**config.mk**
```make
export PLATFORM = sky130hd
export DESIGN_NAME = snake_line_prefetch
export DESIGN_NICKNAME = d
export VERILOG_FILES = /design/src/rtl/snake_line_prefetch.sv
export SDC_FILE = /design/constraint.sdc
export NUM_CORES = 1
export LEC_CHECK = 0
export BUFFER_PORTS_ARGS = -buffer_cell sky130_fd_sc_hd__buf_2
export CORE_MARGIN = 8
export CORE_UTILIZATION = 46
export DETAILED_ROUTE_END_ITERATION = 7
export PLACE_DENSITY = 0.8
export SLEW_MARGIN = 30
export SYNTH_ARGS = -nofsm -noshare
export SYNTH_HDL_FRONTEND = slang
export SYNTH_SLANG_ARGS = --single-unit
```
**constraint.sdc**
```tcl
create_clock -name clk -period 2.9 [get_ports clk]
set_input_delay 0.29 -clock clk [delete_from_list [all_inputs] [get_ports clk]]
set_output_delay 0.29 -clock clk [all_outputs]
set_load 0.01 [all_outputs]
```
**src/rtl/snake_line_prefetch.sv**
```systemverilog
// Tile-row scheduler for the snake display: prefetches the next video line into a
// ping-pong line buffer and shares the tile-map port with host writes.
module snake_line_prefetch #(
    parameter logic [10:0] H_TRIGGER = 11'd0,
    parameter logic [9:0]  V_ACTIVE  = 10'd480,
    parameter logic [9:0]  V_TOTAL   = 10'd525,
    parameter int          COLS      = 20
) (
    input  logic        clk,
    input  logic        reset,
    input  logic [10:0] hcount,
    input  logic [9:0]  vcount,
    input  logic [15:0] bg_color,
    input  logic        host_write,
    input  logic [8:0]  host_addr,
    input  logic [3:0]  host_data,
    output logic        host_waitreq,
    output logic [8:0]  map_addr,
    output logic        map_we,
    output logic [3:0]  map_wdata,
    input  logic [3:0]  map_rdata,
    output logic [13:0] rom_addr,
    input  logic [15:0] rom_rdata,
    output logic        lb_we,
    output logic [10:0] lb_waddr,
    output logic [15:0] lb_wdata,
    output logic        disp_bank,
    output logic        busy,
    output logic        overrun,
    input  logic        clear_overrun
);

    typedef enum logic [2:0] {
        S_IDLE,
        S_MAP_REQ,
        S_MAP_WAIT,
        S_PIX,
        S_DRAIN
    } state_t;

    localparam logic [4:0] LAST_COL = 5'(COLS - 1);

    state_t      state_q;
    logic [4:0]  col_q;
    logic [4:0]  px_q;
    logic [8:0]  tgt_q;
    logic [3:0]  idx_q;
    logic        lb_we_q;
    logic [10:0] lb_waddr_q;
    logic        bg_sel_q;
    logic        overrun_q;

    logic [9:0]  tgt_d;
    logic        trigger;
    logic [8:0]  map_req_addr;

    always_comb begin
        tgt_d        = (vcount == V_TOTAL - 10'd1) ? 10'd0 : vcount + 10'd1;
        trigger      = (hcount == H_TRIGGER) && (tgt_d < V_ACTIVE);
        map_req_addr = 9'(tgt_q[8:5]) * 9'(COLS) + 9'(col_q);
    end

    // The prefetcher owns the map port only in MAP_REQ; otherwise host writes pass straight through.
    always_comb begin
        host_waitreq = 1'b0;
        map_we       = 1'b0;
        map_addr     = 9'd0;
        map_wdata    = 4'd0;
        if (state_q == S_MAP_REQ) begin
            map_addr     = map_req_addr;
            host_waitreq = host_write;
        end else if (host_write) begin
            map_we    = 1'b1;
            map_addr  = host_addr;
            map_wdata = host_data;
        end
    end

    // NOTE: reset is sampled on the clock edge, so it sits inside the clocked block, and all
    // state updates use <= so every register sees the pre-edge values of its neighbours.
    always_ff @(posedge clk) begin
        if (!reset) begin
            state_q    <= S_IDLE;
            col_q      <= 5'd0;
            px_q       <= 5'd0;
            tgt_q      <= 9'd0;
            idx_q      <= 4'd0;
            lb_we_q    <= 1'b0;
            lb_waddr_q <= 11'd0;
            bg_sel_q   <= 1'b0;
            overrun_q  <= 1'b0;
        end else begin
            // Pixel issued in PIX lands in the line buffer one cycle later, when ROM data returns.
            lb_we_q    <= (state_q == S_PIX) && !trigger;
            lb_waddr_q <= {tgt_q[0], col_q, px_q};
            bg_sel_q   <= (idx_q == 4'd0);

            if (trigger && state_q != S_IDLE) begin
                overrun_q <= 1'b1;
            end else if (clear_overrun) begin
                overrun_q <= 1'b0;
            end

            if (trigger) begin
                state_q <= S_MAP_REQ;
                col_q   <= 5'd0;
                px_q    <= 5'd0;
                tgt_q   <= tgt_d[8:0];
            end else begin
                case (state_q)
                    S_IDLE:     state_q <= S_IDLE;
                    S_MAP_REQ:  state_q <= S_MAP_WAIT;
                    S_MAP_WAIT: begin
                        idx_q   <= map_rdata;
                        px_q    <= 5'd0;
                        state_q <= S_PIX;
                    end
                    S_PIX: begin
                        px_q <= px_q + 5'd1;
                        if (px_q == 5'd31) begin
                            if (col_q == LAST_COL) begin
                                state_q <= S_DRAIN;
                            end else begin
                                col_q   <= col_q + 5'd1;
                                state_q <= S_MAP_REQ;
                            end
                        end
                    end
                    S_DRAIN:    state_q <= S_IDLE;
                    default:    state_q <= S_IDLE;
                endcase
            end
        end
    end

    assign rom_addr  = (state_q == S_PIX) ? {idx_q - 4'd1, tgt_q[4:0], px_q} : 14'd0;
    assign lb_we     = lb_we_q;
    assign lb_waddr  = lb_waddr_q;
    assign lb_wdata  = lb_we_q ? (bg_sel_q ? bg_color : rom_rdata) : 16'd0;
    assign disp_bank = vcount[0];
    assign busy      = (state_q != S_IDLE);
    assign overrun   = overrun_q;

endmodule

```
# Word-level counts from Yosys, hierarchy flattened
# Cells that the tools add are included.
# op_classes
addsub	5
multipliers	1
order_cmp	1
n_eq_ne	8
mux	18
bitwise	3
n_reduce_logical	12
# op_table
cell	n
2-to-1 mux 16 bit	2
2-to-1 mux 9 bit	2
2-to-1 mux 14 bit	1
logical NOT 11 bit	1
adder 10 x 1 -> 10 bit (second input constant)	1
adder 5 x 1 -> 5 bit (second input constant)	2
equality test 10 bit (second input constant)	1
equality test 5 bit (second input constant)	2
less-than comparator 10 x 9 -> 1 bit (second input constant)	1
2-to-1 mux 10 bit	1
one-hot mux 5 bit (2 select lines)	1
adder 9 x 5 -> 9 bit	1
one-hot mux 3 bit (3 select lines)	1
2-to-1 mux 4 bit	2
multiplier 4 x 3 -> 7 bit (second input constant)	1
equality test 3 x 2 -> 1 bit (second input constant)	2
2-to-1 mux 1 bit	6
2-to-1 mux 3 bit	2
logical NOT 4 bit	1
nonzero test 2 bit	2
subtractor 4 x 1 -> 4 bit (second input constant)	1
equality test 3 x 1 -> 1 bit (second input constant)	1
logical AND 1 bit	3
!= test 3 x 2 -> 1 bit (second input constant)	1
7 further kinds	9
# totals
register_bits	40
inputBits	74
output_inout_bits	60
elab_cells	58

# Depth between registers and ports, before layout
# depth
ltp_word	6
ltp_mapped	8
depth_no_buf	8

# Least setup slack after synthesis
# OpenSTA, ideal clock, no wires.
# synth_timing
kind	register to output
startpoint	reg tgt_q[8]
endpoint	out map_addr[8]
arrival_time_ns	1.971
required_time_ns	2.610
path_slack_ns	0.639
stages_incl_launch_ff	8
n_path_buf	0
cell_sequence	dfxtp_1 -> ha_1 -> ha_1 -> fa_1 -> o211ai_1 -> mux2i_1 -> a221oi_1 -> a21oi_1
# synth_between
elab_chain_len	3
# synth_rtl
item	line_no	rtl
start, declared	46	logic [8:0] tgt_q;
start signal, assigned	108	tgt_q <= tgt_d[8:0];
multiplier 4 x 3 -> 7 bit	60	map_req_addr = 9'(tgt_q[8:5]) * 9'(COLS) + 9'(col_q);
adder 9 x 5 -> 9 bit	60	
2-to-1 mux 9 bit	69	if (state_q == S_MAP_REQ) begin
end, declared	18	output logic [8:0] map_addr,
# Every way passes these cells.

# Final worst setup path
# layout_timing
startpoint	reg tgt_q[6]
endpoint	out map_addr[8]
# The elaborated chain is that of the path after synthesis.

==> results.json <==
{
  "grt_pass1_wl_um": 12300,
  "crit_path_max_incr_delay_ns": 0.57,
  "hold_path_startpoint": "clear_overrun",
  "yosysUniqueCellTypes": 53,
  "synth.yosys.warnings": 0,
  "row_count": 27,
  "dieArea_mm2": 0.00852,
  "path_max_fanout": 4,
  "hold_viol_final": 0,
  "setup_violations": 0,
  "rr_startpoint": "px_q[0]",
  "powerDensity_mw_per_mm2": 340,
  "place_area_mm2": 0.00337,
  "timing.final.crit_period_ns": 2.81,
  "finalCritPeriodShare_pct": 96.9,
  "fmax_mhz": 356,
  "first_global_vias": 2617,
  "cp.arrival_ns": 2.52,
  "antenna_found_initial": 0,
  "core_area_mm2": 0.00557,
  "syn_area_per_cell_um2": 8.42,
  "r2r_end": "col_q[4]",
  "clk_pin_slew_ns": 0.07,
  "stdcell_area_mm2": 0.00352,
  "min_to": "overrun",
  "slew_violations": 0,
  "tightest_slew_ns": 0.886,
  "seq_area_um2": 802,
  "clock_path_buffers": 2,
  "r2r_slack_ns": 0.57,
  "path_class": "register to primary output",
  "wl_per_cell_um": 14.6,
  "status": "finished, final reports clean",
  "die_x_um": 92.3,
  "htreeDepth": 2,
  "antenna_left": 0,
  "hold_buffers": 0,
  "yosys.area.top_type": "dfxtp_1",
  "finalSetupTns_ns": 0,
  "routed_wl_um": 7530,
  "path_delay_family": "adder cells",
  "synthCells": 318,
  "top_layer_used": "met4",
  "area_growth_pct": 31.4,
  "grt_max_degree": 36,
  "seq_power_share_pct": 46.4,
  "route.met2.wl_um": 3780,
  "yosysMostFrequentCell": "dfxtp_1",
  "synth_nets": 408,
  "n_fill_cell": 491,
  "critPathCaptureType": "primary output",
  "grt_use_total_pct": 17.2,
  "hold_depth": 3,
  "r2r_cells": 8,
  "path_buf_inv": 1,
  "io-pin-count": 134,
  "numCtsBuffers": 5,
  "netlist_top_cells_area": "dfxtp_1 30%, mux2i_1 8.6%, ha_1 6.5%",
  "path_cells": "ha_1 -> ha_2 -> fa_1 -> o211ai_1 -> mux2i_1 -> a221oi_2 -> a21oi_1 -> buf_2",
  "first_pass_iters": 4,
  "grt-ovfl-total": 0,
  "clk_latency_ns": 0.30,
  "initial_core_util_pct": 48.1,
  "min_path_type": "primary input to register",
  "cts_tree": "yes",
  "yosysTopAreaCellShare_pct": 29.9,
  "ys_seq_area_share_pct": 29.9,
  "fin_util_pct": 63.1,
  "worstPathRequired_ns": 2.61,
  "syn_area_mm2": 0.00268,
  "synthArstFlopShare_pct": 0,
  "slew_headroom_pct": 40.8,
  "synth_ff_type": "dfxtp_1",
  "wl_met3_um": 479,
  "cap_violations": 0,
  "drt_iter0_drc": 90,
  "p_int_mw": 0.926,
  "final_nets": 533,
  "vias": 2645,
  "swShare_pct": 22.7,
  "synth-edff-count": 0,
  "dpl.hpwl_um": 6000,
  "vdd.ir_drop.worst_uv": 197,
  "synth_common_cells": "40 x dfxtp_1, 27 x nand2_1, 23 x mux2i_1",
  "crit_path_top_delay_cell": "fa_1",
  "p_leak_nw": 1.82,
  "wl_met1_um": 3250,
  "p_sw_mw": 0.271,
  "fin_cells": 516,
  "clkPwrFrac_pct": 41.7,
  "drc": 0,
  "detail_route.vias_per_cell": 5.13,
  "die_y_um": 92.3,
  "multi_input_area_mm2": 0.00177,
  "numPortBuffers": 133,
  "ys_seq_elements": 40,
  "cts_root_buffer": "clkbuf_8",
  "gp_congestion": 0.842,
  "critPathLaunchType": "register",
  "placed_cells": 507,
  "p_comb_share_pct": 11.9,
  "n_antenna_cell": 0,
  "drive_above_1_share_pct": 35.1,
  "fin_skew_ns": 0.00670,
  "numClockSinks": 40
}
==> flip-flops by register name (all words and copies together) (netlist names) <==
name,cells
bg_sel_q,1
state_q,3
px_q,5
lb_we,1
tgt_q,9
lb_waddr,11
idx_q,4
col_q,5
overrun,1
==> cell type report <==
class | instances | area share, %
Multi-Input combinational cell | 249 | 50.3
Clock buffer | 7 | 2.74
Inverter | 11 | 1.17
Clock inverter | 1 | 0.853
Sequential cell | 40 | 22.8
Tap cell | 72 | 2.56
Timing Repair Buffer | 136 | 19.6
==> per-stage QoR <==
stage	setup WS [ns]	total power [mW]	hold WS, ns
2_1_floorplan	0.639	0.636	0.430
3_3_place_gp	0.418	0.706	0.439
3_5_place_dp	0.389	0.710	0.453
4_1_cts	0.0707	1.20	0.330
5_1_grt	-0.0290	1.24	0.338
6_report	0.0899	1.20	0.336
==> worst min-delay path: stages <==
cell     delay [ns]
buf_2          0.08
nor3b_1        0.04
a31o_1         0.18
==> how the worst max path moves through the flow <==
stage                     slack [ns]     endpoint     start  cells after the start
after floorplan                 0.64  map_addr[8]  tgt_q[8]                      7
after detailed placement        0.39  map_addr[8]  tgt_q[8]                      8
after CTS                       0.07  map_addr[8]  tgt_q[8]                      8
after global placement          0.42  map_addr[8]  tgt_q[8]                      8
final                           0.09  map_addr[8]  tgt_q[6]                      8
after global routing           -0.03  map_addr[8]  tgt_q[6]                      8
==> per-layer routing <==
layer,global-route usage [%],vias up
met2,30.0,86
li1,-,1375
met4,3.22,0
met1,20.5,1180
met3,5.17,4
met5,0,-
==> kinds of logic after synthesis <==
logic type / share of synthesized area, %
adder cells (fa/ha/maj): 8.03
multiplexers: 9.01
XOR/XNOR: 5.89
buffers and inverters: 4.62
AND/OR/NAND/NOR: 29.8
flip-flops: 29.9
AO/OA/AOI/OAI: 12.8
==> placed cells by master, fill, tap and decap left out, types with 3 or more instances in the layout <==
| cell | netlist | routed |
|---|---|---|
| and2_1 | 10 | 10 |
| o221a_1 | 3 | 3 |
| mux2i_1 | 23 | 23 |
| ha_1 | 14 | 13 |
| dfxtp_1 | 40 | 39 |
| inv_1 | 11 | 11 |
| xor2_1 | 7 | 7 |
| a2bb2oi_1 | 3 | 3 |
| buf_2 | 2 | 133 |
| and3_1 | 22 | 22 |
| o21ai_0 | 13 | 13 |
| xnor2_1 | 11 | 11 |
| a21oi_1 | 9 | 9 |
| nand4_1 | 4 | 4 |
| o311ai_0 | 3 | 3 |
| nor2b_1 | 20 | 20 |
| nor2_1 | 21 | 21 |
| nand2_1 | 27 | 27 |
| nor3_1 | 6 | 6 |
| buf_4 | 1 | 3 |
| nand3_1 | 16 | 16 |
| clkbuf_8 | 0 | 7 |
==> power by group through the flow <==
| stage | sequential [mW] | clock (mW) | combinational (mW) |
|---|---|---|---|
| floorplan | 0.563 | 0 | 0.0731 |
| global placement | 0.568 | 0 | 0.137 |
| detailed placement | 0.569 | 0 | 0.141 |
| CTS | 0.556 | 0.502 | 0.142 |
| global route | 0.556 | 0.524 | 0.156 |
| finish | 0.556 | 0.500 | 0.142 |
==> what timing repair did <==
item / CTS / global route
setup buffers: 0 / 1
gates resized for setup: 0 / 3
setup endpoints to repair: 0 / 1
No activity file was read; power rests on OpenSTA's default activity.
